[config.mk]
export PLATFORM = sky130hd
export DESIGN_NAME = base3_to_base2
export DESIGN_NICKNAME = d
export VERILOG_FILES = /design/src/rtl/base3_pkg.sv /design/src/rtl/base3_mac.sv /design/src/rtl/base3_to_base2.sv
export SDC_FILE = /design/constraint.sdc
export NUM_CORES = 1
export LEC_CHECK = 0
export CELL_PAD_IN_SITES_DETAIL_PLACEMENT = 0
export CELL_PAD_IN_SITES_GLOBAL_PLACEMENT = 1
export CORE_MARGIN = 3
export CORE_UTILIZATION = 50
export DETAILED_ROUTE_END_ITERATION = 16
export GPL_ROUTABILITY_DRIVEN = 0
export PLACE_DENSITY = 0.87
export SLEW_MARGIN = 20
export SYNTH_ARGS = -nofsm -noshare
export SYNTH_HDL_FRONTEND = slang
export SYNTH_HIERARCHICAL = 1
export SYNTH_SLANG_ARGS = --single-unit
[constraint.sdc]
create_clock -name clk -period 6.4 [get_ports clk]
set_clock_uncertainty 0.15 [all_clocks]
set_input_delay 0.64 -clock clk [delete_from_list [all_inputs] [get_ports clk]]
set_output_delay 0.64 -clock clk [all_outputs]
set_load 0.005 [all_outputs]
[src/rtl/base3_pkg.sv]
// Shared definitions for the ternary/binary converters.
//   state_t       : FSM encodings IDLE/CONV/DONE (code 2'b11 unused)
//   DIGIT_W       : bits per packed ternary digit
//   DIGIT_INVALID : the one unused 2-bit digit code
//   cnt_w()       : digit counter width for a given digit count
package base3_pkg;

  localparam int DIGIT_W = 2;
  localparam logic [DIGIT_W-1:0] DIGIT_INVALID = 2'b11;

  typedef enum logic [1:0] {
    IDLE = 2'b00,
    CONV = 2'b01,
    DONE = 2'b10
  } state_t;

  function automatic int cnt_w(input int width);
    return $clog2(width) + 1;
  endfunction

endpackage

[src/rtl/base3_mac.sv]
// One Horner step: acc_nxt = acc*3 + digit, done as shift-add.
//   acc      : running accumulator (W bits)
//   digit    : ternary digit code
//   acc_nxt  : updated accumulator, truncated to W bits
//   digit_ok : low when the digit code is the invalid code 2'b11
// With CHECK set, an invalid digit contributes 0; otherwise code 11 is
// taken at face value as 3.
module base3_mac
  import base3_pkg::*;
#(
  parameter int W     = 32,
  parameter bit CHECK = 1'b0
) (
  input  logic [W-1:0]       acc,
  input  logic [DIGIT_W-1:0] digit,
  output logic [W-1:0]       acc_nxt,
  output logic               digit_ok
);

  logic [W-1:0] d_ext;

  always_comb begin
    digit_ok = (digit != DIGIT_INVALID);
    d_ext    = W'(digit);
    if (CHECK && !digit_ok) d_ext = '0;
    acc_nxt  = (acc << 1) + acc + d_ext;
  end

endmodule

[src/rtl/base3_to_base2.sv]
// Iterative packed-ternary to binary converter (Horner, MSD first,
// one digit per clock).
//   clk, rst_n : clock, asynchronous active-low reset
//   base3_no   : WIDTH packed digits, digit i at [2i+1:2i]
//   en         : start request, sampled only in IDLE
//   base2_no   : registered binary result
//   done       : one-cycle result-valid pulse
//   busy       : high while not in IDLE
//   err        : invalid-digit flag, valid with done
// Optional feature macro: BASE3_DIGIT_CHECK_EN (digit code 11 flagged via
// err and treated as 0). Without it code 11 counts as 3 and err is 0.
//
// Timing: en captured at edge k, the last digit is folded in at edge
// k+WIDTH (CONV->DONE), and the result/done/err are registered on the
// DONE->IDLE edge k+WIDTH+1, so done is high from k+WIDTH+1 to k+WIDTH+2.
// A new capture can happen at k+WIDTH+2, giving a WIDTH+2 cycle period.
module base3_to_base2
  import base3_pkg::*;
#(
  parameter int WIDTH = 16
) (
  input  logic               clk,
  input  logic               rst_n,
  input  logic [2*WIDTH-1:0] base3_no,
  input  logic               en,
  output logic [2*WIDTH-1:0] base2_no,
  output logic               done,
  output logic               busy,
  output logic               err
);

  localparam int AW = 2 * WIDTH;
  localparam int CW = cnt_w(WIDTH);

`ifdef BASE3_DIGIT_CHECK_EN
  localparam bit CHECK = 1'b1;
`else
  localparam bit CHECK = 1'b0;
`endif

  state_t        state, state_nxt;
  logic [AW-1:0] sr;
  logic [AW-1:0] acc, acc_nxt;
  logic [CW-1:0] cnt;
  logic          digit_ok;
  logic          last;

  assign last = (cnt == CW'(WIDTH - 1));

  base3_mac #(.W(AW), .CHECK(CHECK)) u_mac (
    .acc      (acc),
    .digit    (sr[AW-1 -: DIGIT_W]),
    .acc_nxt  (acc_nxt),
    .digit_ok (digit_ok)
  );

  // state register
  always_ff @(posedge clk or negedge rst_n) begin
    if (!rst_n) state <= IDLE;
    else        state <= state_nxt;
  end

  // next state; the unused code falls back to IDLE
  always_comb begin
    state_nxt = IDLE;
    case (state)
      IDLE:    state_nxt = en ? CONV : IDLE;
      CONV:    state_nxt = last ? DONE : CONV;
      DONE:    state_nxt = IDLE;
      default: state_nxt = IDLE;
    endcase
  end

  // outputs decoded from state
  always_comb begin
    busy = (state != IDLE);
  end

  // datapath
  always_ff @(posedge clk or negedge rst_n) begin
    if (!rst_n) begin
      sr       <= '0;
      acc      <= '0;
      cnt      <= '0;
      base2_no <= '0;
      done     <= 1'b0;
    end else begin
      done <= (state == DONE);
      case (state)
        IDLE: if (en) begin
          sr  <= base3_no;
          acc <= '0;
          cnt <= '0;
        end
        CONV: begin
          acc <= acc_nxt;
          sr  <= sr << DIGIT_W;
          cnt <= cnt + 1'b1;
        end
        DONE: base2_no <= acc;
        default: ;
      endcase
    end
  end

`ifdef BASE3_DIGIT_CHECK_EN
  logic err_int;

  // err_int is sticky across one conversion; err is published with done
  // and holds until the next capture clears it.
  always_ff @(posedge clk or negedge rst_n) begin
    if (!rst_n) begin
      err_int <= 1'b0;
      err     <= 1'b0;
    end else begin
      case (state)
        IDLE: if (en) begin
          err_int <= 1'b0;
          err     <= 1'b0;
        end
        CONV: if (!digit_ok) err_int <= 1'b1;
        DONE: err <= err_int;
        default: ;
      endcase
    end
  end
`else
  logic unused_ok;
  assign unused_ok = digit_ok;
  assign err       = 1'b0;
`endif

endmodule
After elaboration in Yosys (flattened, before gate mapping)
Index checks and enable logic that the tools add are counted.
{ "op_classes": {"n_mul": 0, "n_lt_le_gt_ge": 0, "n_reduce_logical": 4, "n_addsub": 3, "n_shift": 0, "eq_ne": 4, "div_mod_pow": 0, "n_mux": 9, "bitwise": 0} }
{ "ops": {"columns": ["operator", "count"], "rows": [
  ["one-hot mux 32 bit (2 select lines)", 2],
  ["two-way mux 32 bit", 2],
  ["adder 32 x 2 -> 32 bit", 1],
  ["adder 32 bit", 1],
  ["one-hot mux 5 bit (2 select lines)", 1],
  ["adder 5 x 1 -> 5 bit (second input constant)", 1],
  ["== test 5 x 4 -> 1 bit (second input constant)", 1],
  ["two-way mux 5 bit", 1],
  ["one-hot mux 2 bit (2 select lines)", 1],
  ["nonzero test 2 bit", 2],
  ["== test 2 x 1 -> 1 bit (second input constant)", 1],
  ["== test 2 bit (second input constant)", 1],
  ["zero test 2 bit", 1],
  ["two-way mux 2 bit", 1],
  ["inequality test 2 bit (second input constant)", 1],
  ["AND reduction 2 bit", 1],
  ["two-way mux 1 bit", 1]
]} }
{ "totals": {"out_inout_bits": 35, "mem_bits_rw": 0, "register_bits": 104, "latchBits": 0, "inputBits": 35, "mem_bits_ro": 0, "mem_count": 0, "word_cells": 26} }

Depth between registers and ports, before layout
{ "logic_depth": {"depth_word": 3, "depth_mapped": 12, "ltp_nobuf": 12} }

Cells and area by module
The synthesis kept the hierarchy.
{ "modules_own_cells": {"columns": ["module", "area_per_inst_um2", "instances", "cells_each", "seq_area_each_um2"], "rows": [
  ["base3_to_base2", 4657.0, 1, 354, 2602.5],
  ["base3_mac", 2264.7, 1, 283, 0.0]
]} }

Worst setup path after synthesis
OpenSTA, ideal clock, no wires.
{ "synth_path": {"path_type": "reg2reg", "from": "register acc[0]", "to": "register acc[21]", "t_required_ns": 6.129, "n_path_buf": 0, "arrival_time_ns": 2.949, "setup_time_ns": 0.121, "slack_ns": 3.180, "period_less_slack_ns": 3.220, "stages_incl_launch_ff": 13, "path_cell_list": "dfrtp_1 -> inv_1 -> fa_1 -> inv_1 -> ha_1 -> fa_1 -> a21o_1 -> a221oi_2 -> nor2_1 -> o41ai_4 -> o31ai_1 -> xor2_1 -> a22o_1"} }
{ "synth_via": {"elab_chain_len": 3} }
{ "synth_rtl": {"columns": ["item", "line", "source"], "rows": [
  ["from (decl)", "base3_to_base2.sv:43", "logic [AW-1:0] acc, acc_nxt;"],
  ["from (signal assigned)", "base3_to_base2.sv:96", "acc <= acc_nxt;"],
  ["adder 32 bit", "base3_mac.sv:26", "acc_nxt = (acc << 1) + acc + d_ext;"],
  ["adder 32 x 2 -> 32 bit", "base3_mac.sv:26", null],
  ["net acc_nxt[21]", "base3_to_base2.sv:43", null],
  ["one-hot mux 32 bit (2 select lines)", "base3_to_base2.sv:89", "case (state)"]
]} }
The timed path passes the listed nets, and every way through them passes these cells.
A chain may end at the register's enable or synchronous reset.

Worst setup path after layout
Ends and elaborated chain as after synthesis.

==> flow_summary.yaml <==
status:
  run_status: "finished clean"
routing:
  drt_first_iter_violations: 303
  dr_total_vias: 5176
  finalWirelength_um: 14800
  antenna_violating_nets_post_route: 0
  wire_per_inst_um: 17.2
  drt_pre_antenna_iters: 5
  drt_drc: 0
  route.detailed.vias_per_inst: 6.00
global_routing:
  grt_util_met2: 0.316
  grt_first_pass_wirelength_um: 24900
  grt_util_all_layers: 0.203
  busiest_layer: "met2"
  grt_start_max_net_pins: 62
  met1_usage_grt: 0.288
  grt_antenna_before_repair: 0
  grt_use_met3: 0.0295
  global_route.overflow_total: 0
  first_global_vias: 5071
cts:
  max-clock-path-buffers: 2
  total_clock_buffers_created_by_cts: 9
  cts_htree_levels: 3
  cts.sink_count: 104
  cts.repair_timing.setup_buffer_count: 0
  tritoncts: "yes"
  cts.repair.resized: 0
  clock_root_buffer: "clkbuf_16"
  clk-insertion-delay-late_ns: 0.35
  cts.reportedPaths.clkPinSlew_ns: 0.07
  hold_buffers: 0
die:
  fp.dieW_um: 124
  rows: 42
  floorplan.die_area_mm2: 0.0153
  die_h_um: 124
  pin_count: 70
  effective_utilization_at_floorplan: 0.516
  floorplan.core_area_mm2: 0.0134
timing:
  timing.final.crit_share: 0.544
  maximum_operating_frequency_ghz: 0.287
  final.min_clock_period_ns: 3.48
  setup_tns_ns: 0
  layout_setup_ws_ns: 2.92
  setup_viol: 0
  rsz_0062_raised_after_global_routing: "false"
  drv_slew: 0
  report.final.hold_viol_count: 0
  worst_slew_margin_rel: 0.325
  worst_pin_slew_ns: 1.01
place:
  detailed_place_hpwl_um: 10100
  io_buffers: 68
  dp_slack_ns: 2.94
critical_path:
  endpoint_kind: "flip-flop"
  kind_of_critical_path: "flip-flop to flip-flop"
  crit_family: "compound AO/OA/AOI/OAI gates"
  cp.required_ns: 6.49
  crit_path_start_kind: "flip-flop"
  worst-path-max-fanout: 4
  crit_arrival_ns: 3.58
  cell_breakdown_of_the_critical_path: "inv_1, fa_1, inv_1, ha_1, fa_1, a21o_1, a221oi_2, nor2_1, o41ai_4, o31ai_1, xor2_1, a22o_1"
  timing.critical_path.slowest_stage_cell: "fa_1"
  worstPathBufferInverterCount: 2
  regToRegSetupSlack_ns: 2.92
  timing.critical_path.slowest_cell_delay_ns: 0.53
finish:
  final_layout_size_suffix_gt1_frac: 0.137
  num_antenna_cells: 0
  finish.net_count: 780
  synthToLayoutAreaGrowth_pct: 13.3
yosys:
  synthesis.nets: 735
  synthesis.yosys.warnings: 6
  synth.avg_cell_area_um2: 10.9
  synth.cell_area_mm2: 0.00692
  synth_cells: 636
flow_run:
  cap_viol_max_count: 0
min_path:
  hp-class: "input port to asynchronous set/reset pin"
[routing by layer]
| layer | vias up | share of wire |
|---|---|---|
| met2 | 106 | 0.46 |
| met5 | - | 0 |
| met4 | 0 | 0.017 |
| met1 | 2589 | 0.48 |
| met3 | 18 | 0.037 |
| li1 | 2463 | - |
[worst paths after layout]
kind,from,endpoint,cells past startpoint
setup / recovery,acc[0],acc[21],12
hold / removal,rst_n,base2_no[22],1
setup reg to reg,acc[0],acc[21],12
hold reg to reg,cnt[4],cnt[4],2
max in group asynchronous,rst_n,cnt[0],2
min in group clk,cnt[4],cnt[4],2
[final cells by class]
class	instances	area [um^2]
clock buffers	11	233
clock inverters	5	66.3
fillers	1152	5560
inverters	18	67.6
multi-input cells	474	3930
flip-flops and latches	104	2600
well taps	176	220
repair buffers	74	723
[flip-flops by register name, indices dropped and copies added, names as in the netlist]
name / flops
cnt: 5
base2_no: 32
acc: 32
done: 1
sr: 32
state: 2
[placed cells by master (no fill, tap or decap), drive strengths merged, types with 13 or more instances in the layout]
master / count
clkdlybuf4s50: 67
inv: 19
xnor2: 20
a21oi: 58
nor2: 13
nand2: 20
ha: 62
nor2b: 33
o21ai: 53
a21o: 13
mux2: 33
a22oi: 31
a22o: 35
dfrtp: 104
[metrics by stage]
step | utilization | cells | cell area [um^2] | hold slack (ns)
after floorplan | - | 636 | 6920 | 0.194
after global routing | 0.585 | 862 | 7840 | 0.171
final | 0.585 | 862 | 7840 | 0.120
after detailed placement | 0.562 | 846 | 7540 | 0.345
after CTS | 0.585 | 862 | 7840 | 0.151
after global placement | 0.562 | 846 | 7540 | 0.314
Power is left out: the tool's default activity adds up to more than one toggle a clock period on the data nets, which glitch-free logic cannot reach.
